### config.mk
export PLATFORM = sky130hd
export DESIGN_NAME = fetch_queue
export DESIGN_NICKNAME = d
export VERILOG_FILES = /design/src/rtl/fetch_queue.sv
export SDC_FILE = /design/constraint.sdc
export NUM_CORES = 1
export LEC_CHECK = 0
export CAP_MARGIN = 20
export CORE_MARGIN = 2
export CORE_UTILIZATION = 51
export DETAILED_ROUTE_END_ITERATION = 10
export GPL_TIMING_DRIVEN = 0
export PLACE_DENSITY = 0.8
export SLEW_MARGIN = 20
export SYNTH_ARGS = -nofsm -noshare
export SYNTH_HDL_FRONTEND = slang
export SYNTH_SLANG_ARGS = --single-unit
### constraint.sdc
create_clock -name clk -period 2.2 [get_ports clk]
set_clock_uncertainty 0.2 [all_clocks]
set_input_delay 0.44 -clock clk [delete_from_list [all_inputs] [get_ports clk]]
set_output_delay 0.44 -clock clk [all_outputs]
set_load 0.05 [all_outputs]
### src/rtl/fetch_queue.sv
// Instruction fetch stage: owns the PC, fetches from a combinational instruction
// memory and queues {pc, instr} pairs for decode behind a valid/ready handshake.
module fetch_queue #(
  parameter int unsigned           ADDR_WIDTH = 32,
  parameter int unsigned           DATA_WIDTH = 32,
  parameter logic [ADDR_WIDTH-1:0] RESET_PC   = '0,
  parameter int unsigned           DEPTH      = 2
) (
  input  logic                    clk,
  input  logic                    rst_n,
  output logic [ADDR_WIDTH-1:0]   instr_addr,
  input  logic [DATA_WIDTH-1:0]   instr,
  input  logic                    redirect_valid,
  input  logic [ADDR_WIDTH-1:0]   redirect_pc,
  output logic                    out_valid,
  input  logic                    out_ready,
  output logic [DATA_WIDTH-1:0]   out_instr,
  output logic [ADDR_WIDTH-1:0]   out_pc,
  output logic [$clog2(DEPTH):0]  count
);

  localparam int unsigned PTR_W = $clog2(DEPTH);
  localparam int unsigned CNT_W = PTR_W + 1;
  localparam logic [CNT_W-1:0] FULL = CNT_W'(DEPTH);

  typedef enum logic {
    BOOT = 1'b0,
    RUN  = 1'b1
  } state_t;

  state_t                 state_q,    state_d;
  logic [ADDR_WIDTH-1:0]  fetch_pc_q, fetch_pc_d;
  logic [PTR_W-1:0]       wr_ptr_q,   wr_ptr_d;
  logic [PTR_W-1:0]       rd_ptr_q,   rd_ptr_d;
  logic [CNT_W-1:0]       count_q,    count_d;
  logic [ADDR_WIDTH-1:0]  pc_mem_q    [DEPTH];
  logic [ADDR_WIDTH-1:0]  pc_mem_d    [DEPTH];
  logic [DATA_WIDTH-1:0]  instr_mem_q [DEPTH];
  logic [DATA_WIDTH-1:0]  instr_mem_d [DEPTH];

  logic push;
  logic pop;
  logic redirect_lsb_unused;

  assign redirect_lsb_unused = ^redirect_pc[1:0];

  assign instr_addr = fetch_pc_q;
  assign out_valid  = (count_q != '0);
  assign out_instr  = instr_mem_q[rd_ptr_q];
  assign out_pc     = pc_mem_q[rd_ptr_q];
  assign count      = count_q;

  assign pop  = out_valid && out_ready;
  assign push = (state_q == RUN) && !redirect_valid && ((count_q < FULL) || pop);

  always_comb begin
    state_d     = RUN;
    fetch_pc_d  = fetch_pc_q;
    wr_ptr_d    = wr_ptr_q;
    rd_ptr_d    = rd_ptr_q;
    count_d     = count_q;
    pc_mem_d    = pc_mem_q;
    instr_mem_d = instr_mem_q;

    if (redirect_valid) begin
      // Storage is left intact; dropping pointers and count discards the entries.
      fetch_pc_d = {redirect_pc[ADDR_WIDTH-1:2], 2'b00};
      wr_ptr_d   = '0;
      rd_ptr_d   = '0;
      count_d    = '0;
    end else begin
      if (push) begin
        pc_mem_d[wr_ptr_q]    = fetch_pc_q;
        instr_mem_d[wr_ptr_q] = instr;
        wr_ptr_d              = wr_ptr_q + 1'b1;
        fetch_pc_d            = fetch_pc_q + ADDR_WIDTH'(4);
      end
      if (pop) begin
        rd_ptr_d = rd_ptr_q + 1'b1;
      end
      case ({push, pop})
        2'b10:   count_d = count_q + 1'b1;
        2'b01:   count_d = count_q - 1'b1;
        default: count_d = count_q;
      endcase
    end
  end

  always_ff @(posedge clk or negedge rst_n) begin
    if (!rst_n) begin
      state_q     <= BOOT;
      fetch_pc_q  <= RESET_PC;
      wr_ptr_q    <= '0;
      rd_ptr_q    <= '0;
      count_q     <= '0;
      pc_mem_q    <= '{default: '0};
      instr_mem_q <= '{default: '0};
    end else begin
      state_q     <= state_d;
      fetch_pc_q  <= fetch_pc_d;
      wr_ptr_q    <= wr_ptr_d;
      rd_ptr_q    <= rd_ptr_d;
      count_q     <= count_d;
      pc_mem_q    <= pc_mem_d;
      instr_mem_q <= instr_mem_d;
    end
  end

endmodule

After elaboration in Yosys (flattened, before gate mapping)
Index checks and enable logic that the tools add are counted.
{"block": "totals", "reg_bits": 165, "output_inout_bits": 99}
{"block": "op_classes", "add_sub_neg": 5, "n_lt_le_gt_ge": 4, "n_eq_ne": 2, "n_mux": 18, "bitwise": 3, "n_reduce_logical": 11}
{"operator": "32-bit 2-to-1 mux", "n": 9}
{"operator": "64-bit bitwise mux", "n": 2}
{"operator": "32-bit by 3-bit adder with 32-bit output, second input constant", "n": 1}
{"operator": "32-bit demux with 1-bit select", "n": 1}
{"operator": "2-bit nonzero test", "n": 3}
{"operator": "2-bit >= comparator, second input constant", "n": 2}
{"operator": "1-bit logical AND", "n": 4}
{"operator": "1-bit 2-to-1 mux", "n": 4}
{"operator": "1-bit NOT with 2-bit output", "n": 2}
{"operator": "2-bit one-hot mux with 2 select lines", "n": 1}
{"operator": "3-bit nonzero test", "n": 1}
{"operator": "1-bit adder, second input constant", "n": 2}
{"operator": "2-bit by 1-bit adder with 2-bit output, second input constant", "n": 1}
{"operator": "2-bit by 1-bit equality test with 1-bit output, second input constant", "n": 1}
{"operator": "2-bit equality test, second input constant", "n": 1}
{"operator": "2-bit by 1-bit less-than comparator with 1-bit output, second input constant", "n": 1}
{"operator": "2-bit less-than comparator, second input constant", "n": 1}
{"operator": "2-bit 2-to-1 mux", "n": 1}
{"operator": "2-bit AND reduction", "n": 1}
{"operator": "2-bit by 1-bit subtractor with 2-bit output, second input constant", "n": 1}
{"operator": "1-bit zero test", "n": 1}
{"operator": "1-bit logical OR", "n": 1}
{"operator": "1-bit NOT", "n": 1}

Logic depth before layout (Yosys ltp)
Gate-level depths: netlist (run 1).
{"block": "depth", "word_depth": 7, "mapped_depth": 6}

Worst setup path after synthesis (run 1)
No wires, ideal clock.
{"block": "synth_timing", "kind": "flip-flop to flip-flop", "from": "register fetch_pc_q[4] (netlist: instr_addr[4])", "to": "register fetch_pc_q[18] (netlist: instr_addr[18])", "setup_time_ns": 0.152, "t_arrival_ns": 1.788, "t_required_ns": 1.848, "setup_slack_ns": 0.059, "stages_incl_launch_ff": 6, "cell_sequence": "dfrtp_1 and3_1 nand3_2 clkbuf_1 o311ai_0 o311ai_0"}
{"block": "synth_via", "elab_chain_len": 3}
{"element": "start, declared", "line_no": "32", "source": "logic [ADDR_WIDTH-1:0] fetch_pc_q, fetch_pc_d;"}
{"element": "start signal, assigned", "line_no": "100", "source": "fetch_pc_q <= fetch_pc_d;"}
{"element": "32-bit by 3-bit adder with 32-bit output", "line_no": "76", "source": "fetch_pc_d = fetch_pc_q + ADDR_WIDTH'(4);"}
{"element": "32-bit 2-to-1 mux", "line_no": "72", "source": "if (push) begin"}
{"element": "32-bit 2-to-1 mux", "line_no": "65", "source": "if (redirect_valid) begin"}
No other way between the ends. The select of a mux whose other input is x is not followed.
A chain may end at the register's enable or synchronous reset.

Final worst setup path (run 1)
{"block": "layout_timing", "from": "register rd_ptr_q", "to": "output out_pc[20]"}
{"block": "layout_via", "elab_chain_len": 4}
{"element": "start, declared", "line_no": "34", "source": "logic [PTR_W-1:0] rd_ptr_q, rd_ptr_d;"}
{"element": "start signal, assigned", "line_no": "102", "source": "rd_ptr_q <= rd_ptr_d;"}
{"element": "1-bit NOT with 2-bit output (implied by the code)", "line_no": "50", "source": "assign out_pc = pc_mem_q[rd_ptr_q];"}
{"element": "32-bit 2-to-1 mux (implied by the code) (3 in a row)", "line_no": "50"}
{"element": "end, declared", "line_no": "18", "source": "output logic [ADDR_WIDTH-1:0] out_pc,"}
No other way between the ends. The select of a mux whose other input is x is not followed.

==> results.toml, run 1 <==
[logic_synthesis]
ys_seq_area_frac = 0.5206
ys_seq_elements = 159
synth_cell_types = 48
yosysTopAreaCell = "dfrtp_1"
ys.flop_type = "dfrtp_1"
synth_edf_count = 0
synth.area.top_cells = "dfrtp_1, mux2_2, o311ai_0"
syn_area_per_cell_um2 = 12.49
synth_top_area_share = 0.5206
syn_area_um2 = 7642
syn_inst = 612
async_flop_share = 1.000
synth.yosys.warnings = 0

[critical_path]
path_class = "reg2out"
crit_family = "buffers and inverters"
cp-start-kind = "register"
critPathArrivalTime_ns = 1.64
path_buf_inv = 3
crit_chain = "buf_12 > buf_12 > mux2_4 > buf_6"
endpoint_kind = "output pin"
critPathMaxStageDelay_ns = 0.43
timing.critical_path.mode_cell = "buf_12"
worst_path_max_delay_cell = "dfrtp_2"
critPathMaxFanout = 10
worstPathRequired_ns = 1.56

[die]
initial_utilization = 0.5238
core.rowCount = 44
fp.dieH_um = 126.4
core_area_um2 = 14590
io_pins = 167
fp.dieW_um = 126.4
dieArea_um2 = 15980

[clock_network]
clock_latency_ns = 0.43
cts_sinks = 159
path_clk_slew_ns = 0.06
cts_root_buf = "clkbuf_16"
h-tree-depth = 4
cts_tree = "built"
max-clock-path-buffers = 2
numCtsBuffers = 17

[worst_hold_path]
hp-class = "reg2reg"

[route]
wirelength_um = 19670
via_count = 5901
drt_iter0_drc = 402
first_pass_iters = 5
drc = 0
ant_nets = 0
wire_per_inst_um = 19.67
viasPerCell = 5.901

[global_route]
antenna_found_initial = 0
grt_use_met1 = 0.3267
grt_pass1_vias = 6176
grt-busiest-layer = "met2"
met3_usage = 0.06917
grt_usage = 0.2542
grt_max_degree = 96
gr-total-overflow = 0
met2_usage = 0.4146
grt_pass1_wl_um = 31910

[sta]
finalSetupTns_ns = -2.667
period_needed_ns = 2.285
fin_hold_ws_ns = 0.3015
slew_headroom = 0.5441
rsz0062_at_grt = "true"
tightestPinTransition_ns = 0.6825
max_freq_mhz = 437.7
setup_slack_ns = -0.08454
setup_viol = 61
slew_violations = 0
hold_viol = 0
fin_crit_sh = 1.038

[power]
p_seq_frac = 0.371
p_comb_frac = 0.383
cellPowerDensity_nw_per_um2 = 1090
switchingPower_mw = 4.100
leakage_nw = 4.352
power.share.clock = 0.246
internal_power_mw = 7.128
vdd_drop_max_uv = 684.9
switching_share = 0.3651

[cells_and_area]
syn_to_final_growth_pct = 34.84
regArea_um2 = 3985
num_antenna_cells = 0
drive_above_1_share = 0.4167
nets = 872
fillers = 1033
multi_input_area_um2 = 3485

[place]
dp.final_hpwl_um = 13700
portBuffers = 159
place.gp.congestion = 0.8582
pre_cts_ws_ns = -0.9385

[status]
status = "finished with violations"
failed_checks = "setup timing"

[run]
cap_viol_max_count = 0
==> Yosys cell counts (all sizes together) (3+ instances only) <==
cell type,instances
nand2,35
buf,26
nand3,27
mux2,184
nor2b,9
or2,8
a22oi,6
clkbuf,16
nand4,23
o311ai,19
nor3,7
dfrtp,159
inv,5
xor2,5
xnor2,3
and3,6
o21ai,13
nor2,13
o31ai,9
nor4,7
a31oi,3
nor3b,3
==> power groups by stage <==
stage,combinational [mW],clock [mW],sequential (mW)
final,4.30,2.76,4.16
after global routing,4.51,2.94,4.27
after CTS,3.97,2.79,4.16
after detailed placement,4.12,0,4.21
after global placement,4.04,0,4.13
after floorplan,2.73,0,4.26
==> routing by layer <==
metal | part of all wire | up-vias | routed length, um
met3 | 0.075 | 34 | 1481
li1 | - | 2639 | -
met1 | 0.41 | 2945 | 8107
met2 | 0.50 | 283 | 9822
met4 | 0.013 | 0 | 259
met5 | 0 | - | 0
==> layout by cell type (no fill, tap or decap), drive strengths merged, types with 4 or more instances in the layout <==
master | netlist | routed
a22oi | 6 | 6
buf | 26 | 106
clkdlybuf4s50 | 0 | 62
dlygate4sd2 | 0 | 27
dfrtp | 159 | 159
or2 | 8 | 8
clkinv | 1 | 7
clkbuf | 16 | 33
xor2 | 5 | 5
conb | 2 | 5
inv | 5 | 5
nand3 | 27 | 27
o31ai | 9 | 9
nand2 | 35 | 35
nor2b | 9 | 9
mux2 | 184 | 184
nor3 | 7 | 7
nand4 | 23 | 23
o21ai | 13 | 13
clkdlybuf4s15 | 0 | 4
and3 | 6 | 6
o311ai | 19 | 19
nor2 | 13 | 13
nor4 | 7 | 7
==> state kept, by name, indices dropped and copies added (netlist names) <==
signal and cells:
instr_addr 30, pc_mem_q 60, instr_mem_q 64, state_q 1, count 2, wr_ptr_q 1
rd_ptr_q 1
==> per-stage QoR <==
step | power [mW] | instance area, um^2 | std cells | util
4_1_cts | 10.92 | 9941 | 996 | 0.6814
2_1_floorplan | 6.995 | 7654 | 615 | -
6_report | 11.23 | 10300 | 1000 | 0.7063
3_5_place_dp | 8.333 | 9508 | 959 | 0.6517
5_1_grt | 11.72 | 10300 | 1000 | 0.7063
3_3_place_gp | 8.167 | 9475 | 958 | 0.6495
==> cell families after synthesis <==
logic type / after synthesis / share of synthesized area
xor+xnor: 8 / 0.009169
buf+inv: 48 / 0.03143
flops: 159 / 0.5206
fa+ha+maj: 1 / 0.001637
simple gates: 151 / 0.1085
compound gates: 58 / 0.05517
mux: 185 / 0.2724
other cells: 2 / 0.0009827
==> final cells by class <==
class,instances,area share
Sequential cell,159,0.3867
Tap cell,184,0.02234
Inverter,6,0.002186
Clock buffer,22,0.04407
Buffer,41,0.03011
Multi-Input combinational cell,408,0.3381
Timing Repair Buffer,170,0.1677
Clock inverter,10,0.008742
==> path summary, 6_finish.rpt <==
kind,start,cells after the start,slack [ns],endpoint
max,rd_ptr_q,4,-0.08,out_pc[20]
min,instr_mem_q[26],1,0.30,instr_mem_q[26]
max reg2reg,instr_addr[13],5,0.04,instr_addr[29]
min reg2reg,instr_mem_q[26],1,0.30,instr_mem_q[26]
max in group asynchronous,rst_n,3,0.59,instr_addr[2]
min in group asynchronous,rst_n,2,0.35,instr_mem_q[2]
==> repair_timing <==
item / in CTS / in global routing
gates resized for setup: 416 / 123
hold buffers: 1 / 0
hold endpoints to repair: 64 / 0
pin swaps: 1 / 1
buffers inserted: 5 / 4
setup endpoints to repair: 221 / 86
Power figures use the tool's default switching activity.
==> inputs of run 2 (changes only) <==
--- a/config.mk
+++ b/config.mk
@@ -11,7 +11,6 @@
 export DETAILED_ROUTE_END_ITERATION = 10
 export GPL_TIMING_DRIVEN = 0
 export PLACE_DENSITY = 0.8
-export SLEW_MARGIN = 20
 export SYNTH_ARGS = -nofsm -noshare
 export SYNTH_HDL_FRONTEND = slang
 export SYNTH_SLANG_ARGS = --single-unit
==> run 2 against run 1 <==
Critical path depth is 1 higher. Worst hold slack hardly changed. Combinational power is 5% higher. Core utilization is 2.0 points higher. Sequential power hardly changed. Count of clock-buffer cells in the layout stayed put. Register-to-register slack hardly changed. The flow still finishes with violations (setup timing). Routed wire length is 4.7% higher.
==> results.toml, run 2 (synthesized netlist as in run 1, its figures left out) <==
[status]
status = "finished with violations"
failed_checks = "setup timing"

[route]
wire_per_inst_um = 20.34
drt_iter0_drc = 406
ant_nets = 0
viasPerCell = 5.820
via_count = 5896
drc = 0
first_pass_iters = 7
wirelength_um = 20600

[cells_and_area]
largest-register = "instr_mem_q"
mostFrequentLayoutCells = "mux2_2, dfrtp_1, clkdlybuf4s50_1"
post-route-util = 0.7261
mostFrequentLayoutCell = "mux2_2"
num_antenna_cells = 0
drive_above_1_share = 0.4258
nets = 885
largest_register_ffs = 64
syn_to_final_growth_pct = 38.61

[critical_path]
r2r_end = "instr_addr[22]"
reg2regPathDepth = 5
critPathMaxStageDelay_ns = 0.42
cp-start-kind = "register"
path_buf_inv = 4
crit_family = "buffers and inverters"
critPathCapture = "out_pc[9]"
endpoint_kind = "output pin"
worst_path_max_delay_cell = "dfrtp_2"
crit_chain = "buf_6 > buf_8 > buf_6 > mux2_4 > buf_8"
critPathArrivalTime_ns = 1.71
startpoint = "rd_ptr_q"
r2r_setup_slack_ns = 0.05
rr_startpoint = "count[1]"
path_depth = 5
path_class = "reg2out"
critPathMaxFanout = 5
worstPathRequired_ns = 1.56

[power]
vdd_drop_max_uv = 726.8
leakage_nw = 4.527
switching_share = 0.3602
internal_power_mw = 7.395
switchingPower_mw = 4.163
p_seq_frac = 0.362
p_comb_frac = 0.390
cellPowerDensity_nw_per_um2 = 1091
power.share.clock = 0.249

[die]
initial_utilization = 0.5238
core.rowCount = 44
fp.dieH_um = 126.4
dieArea_um2 = 15980
fp.dieW_um = 126.4
core_area_um2 = 14590
io_pins = 167

[global_route]
grt_pass1_vias = 6287
gr-total-overflow = 0
grt_max_degree = 96
grt_pass1_wl_um = 32530
grt_usage = 0.2573
antenna_found_initial = 0

[place]
portBuffers = 159
pre_cts_ws_ns = -0.9523
place.gp.congestion = 0.8582
dp.final_hpwl_um = 13670

[run]
cap_viol_max_count = 0

[sta]
setup_viol = 57
rsz0062_at_grt = "true"
period_needed_ns = 2.350
slew_headroom = 0.5361
hold_viol = 0
slew_violations = 0
setup_slack_ns = -0.1503
fin_crit_sh = 1.068
tightestPinTransition_ns = 0.6944
max_freq_mhz = 425.5

[clock_network]
numCtsBuffers = 17
cts_tree = "built"
clock_latency_ns = 0.42
cts_sinks = 159
h-tree-depth = 4
path_clk_slew_ns = 0.06
cts_root_buf = "clkbuf_16"
max-clock-path-buffers = 2

[worst_hold_path]
hp-class = "reg2reg"
run 2: cell count changes in the layout (fill, tap and decap cells not counted), sizes merged, moves of 2 or more:
| cell | before | now |
|---|---|---|
| clkbuf | 33 | 35 |
| buf | 106 | 116 |
| clkdlybuf4s15 | 4 | 1 |
| clkinvlp | 3 | 1 |
| dlygate4sd2 | 27 | 31 |
run 2: layer usage:
metal / share of wire / global-route usage
met1: 0.42 / 0.3319
met5: 0 / 0
met3: 0.063 / 0.05778
met2: 0.50 / 0.4328
met4: 0.021 / 0.08403
run 2: metrics by stage:
step / hold WS [ns] / setup TNS (ns) / total power, mW / area, um^2 / instances
2_1_floorplan: -0.05559 / 0 / 6.995 / 7654 / 615
3_3_place_gp: 0.2601 / -999.33 / 8.167 / 9475 / 958
3_5_place_dp: 0.2707 / -123.94 / 8.331 / 9504 / 959
4_1_cts: 0.2981 / -8.861 / 11.42 / 10380 / 1008
5_1_grt: 0.3118 / -7.686 / 12.05 / 10590 / 1013
6_report: 0.3011 / -5.039 / 11.56 / 10590 / 1013
run 2: what timing repair did:
action,in CTS,in global routing
pin swaps,1,1
hold buffers,1,0
buffers inserted,17,9
setup endpoints to repair,221,83
gates resized for setup,497,64
endpoints found under the hold margin,64,0
cloned,0,2
run 2: worst min-delay path by stage:
stage,startpoint,slack [ns],cells past startpoint,to
3_3_place_gp,pc_mem_q[20],0.26,2,pc_mem_q[20]
2_1_floorplan,rst_n,-0.06,0,count[0]
5_1_grt,instr_mem_q[11],0.31,1,instr_mem_q[11]
3_5_place_dp,rst_n,0.27,1,instr_mem_q[35]
6_report,pc_mem_q[29],0.30,1,pc_mem_q[29]
4_1_cts,redirect_valid,0.30,4,instr_addr[30]
run 2: layout make-up:
type	count	area [um^2]
repair buffers	189	2057
clock inverters	10	113.9
multi-input cells	408	3535
clock buffers	22	454.2
plain buffers	35	195.2
fillers	1019	3996
inverters	6	22.52
well taps	184	230.2
flip-flops and latches	159	3985
run 2: power groups by stage:
stage	registers (mW)	clock network (mW)	logic (mW)
after floorplan	4.26	0	2.73
after global placement	4.13	0	4.04
after detailed placement	4.21	0	4.12
after CTS	4.16	2.91	4.35
after global routing	4.29	3.05	4.71
final	4.18	2.87	4.50
==> inputs of run 3 (changes only) <==
--- a/config.mk
+++ b/config.mk
@@ -11,6 +11,7 @@
 export DETAILED_ROUTE_END_ITERATION = 10
 export GPL_TIMING_DRIVEN = 0
 export PLACE_DENSITY = 0.8
+export SKIP_CTS_REPAIR_TIMING = 1
 export SYNTH_ARGS = -nofsm -noshare
 export SYNTH_HDL_FRONTEND = slang
 export SYNTH_SLANG_ARGS = --single-unit
==> run 3 against run 2 <==
The flow still finishes with violations (setup timing). Routed wire length up 1.3%. First-iteration DRC count is 27% higher. Sequential power about the same. Register-to-register slack barely moved. Sequential share of layout area decreased by 0.46 points. Flip-flop and latch count unchanged. Global-route usage down 0.58 points. Via count increased by 0.49%. Total power rose by 0.94%. Largest cell class unchanged. Largest power group unchanged.
==> results.toml, run 3 (synthesized netlist as in run 1, its figures left out) <==
[status]
status = "finished with violations"
failed_checks = "setup timing"

[critical_path]
cp-start-kind = "register"
reg2regPathDepth = 5
endpoint_kind = "output pin"
r2r_setup_slack_ns = 0.04
rr_startpoint = "instr_addr[13]"
critPathMaxFanout = 10
worstPathRequired_ns = 1.56
path_class = "reg2out"
critPathArrivalTime_ns = 1.82
r2r_end = "instr_addr[29]"

[worst_hold_path]
hp-class = "in2reg"
hold_path_depth = 3
min_to = "count[1]"
min-delay-start = "out_ready"

[route]
drc = 0
wirelength_um = 20870
wire_per_inst_um = 20.75
first_pass_iters = 5
drt_iter0_drc = 517
viasPerCell = 5.890
ant_nets = 0
via_count = 5925

[clock_network]
cts_tree = "built"
h-tree-depth = 4
cts_root_buf = "clkbuf_16"
numCtsBuffers = 17
path_clk_slew_ns = 0.06
clock_latency_ns = 0.43
max-clock-path-buffers = 2
cts_sinks = 159

[sta]
fin_hold_ws_ns = 0.2351
slew_violations = 0
tightestPinTransition_ns = 0.6787
period_needed_ns = 2.464
max_freq_mhz = 405.9
finalSetupTns_ns = -9.252
setup_slack_ns = -0.2636
slew_headroom = 0.5437
hold_viol = 0
setup_viol = 60
fin_crit_sh = 1.120
rsz0062_at_grt = "true"

[die]
core_area_um2 = 14590
dieArea_um2 = 15980
fp.dieW_um = 126.4
initial_utilization = 0.5238
io_pins = 167
core.rowCount = 44
fp.dieH_um = 126.4

[place]
place.gp.congestion = 0.8582
portBuffers = 159
dpl_cell_area_um2 = 9504
dp.final_hpwl_um = 13670

[cells_and_area]
largest_register_ffs = 64
syn_to_final_growth_pct = 40.28
regArea_um2 = 3984
nets = 878
drive_above_1_share = 0.4185
mostFrequentLayoutCell = "dfrtp_1"
mostFrequentLayoutCells = "dfrtp_1, mux2_2, clkdlybuf4s50_1"
largest-register = "instr_mem_q"
post-route-util = 0.7348
multi_input_area_um2 = 3593
final_area_um2 = 10720
num_antenna_cells = 0
fillers = 969

[global_route]
grt_usage = 0.2515
grt_use_met1 = 0.3252
grt-busiest-layer = "met2"
antenna_found_initial = 0
grt_max_degree = 96
met3_usage = 0.06073
met2_usage = 0.4168
grt_pass1_vias = 6190
gr-total-overflow = 0
grt_pass1_wl_um = 31840

[power]
cellPowerDensity_nw_per_um2 = 1088
leakage_nw = 4.809
vdd_drop_max_uv = 680.4

[run]
cap_viol_max_count = 0
## run 3: cell types whose count changed in the layout (fill, tap and decap cells not counted), sizes merged
cell           change
dlymetal6s2s      +33
clkdlybuf4s15      -1
dlygate4sd2       -31
clkbuf            +11
buf               -19
## run 3: where the power goes
group	switching (mW)	total, mW	internal [mW]
Sequential	0.501	4.20	3.70
Combinational	2.52	4.59	2.07
Clock	1.18	2.87	1.70
## run 3: routing by layer
layer / vias up / routed length (um)
met5: - / 0
met4: 0 / 383
met3: 41 / 1405
met2: 263 / 10510
met1: 2966 / 8578
li1: 2655 / -
## run 3: how the worst max path moves through the flow
stage | startpoint | to | depth (start not counted)
6_report | rd_ptr_q | out_instr[26] | 5
5_1_grt | rd_ptr_q | out_instr[23] | 5
4_1_cts | rd_ptr_q | out_pc[29] | 4
3_5_place_dp | rd_ptr_q | out_pc[29] | 4
3_3_place_gp | rst_n | pc_mem_q[37] | 1
2_1_floorplan | instr_addr[4] | instr_addr[18] | 5
## run 3: cell type report
class	instances	area share
repair buffers	176	0.1893
inverters	6	0.002101
flip-flops and latches	159	0.3716
clock buffers	22	0.04237
well taps	184	0.02148
plain buffers	41	0.02731
multi-input cells	408	0.3352
clock inverters	10	0.01062
## run 3: through the flow
stage | power (mW) | cells | setup WS (ns)
6_report | 11.67 | 1006 | -0.2636
5_1_grt | 12.15 | 1006 | -0.2996
4_1_cts | 11.21 | 991 | -1.413
3_5_place_dp | 8.331 | 959 | -0.9523
3_3_place_gp | 8.167 | 958 | -5.578
2_1_floorplan | 6.995 | 615 | 0.05947
## run 3: worst max-delay path: stages (launching register included)
cell and delay [ns]:
dfrtp_2 0.46, buf_4 0.14, buf_6 0.09, buf_12 0.13, mux2_2 0.35, buf_2 0.22
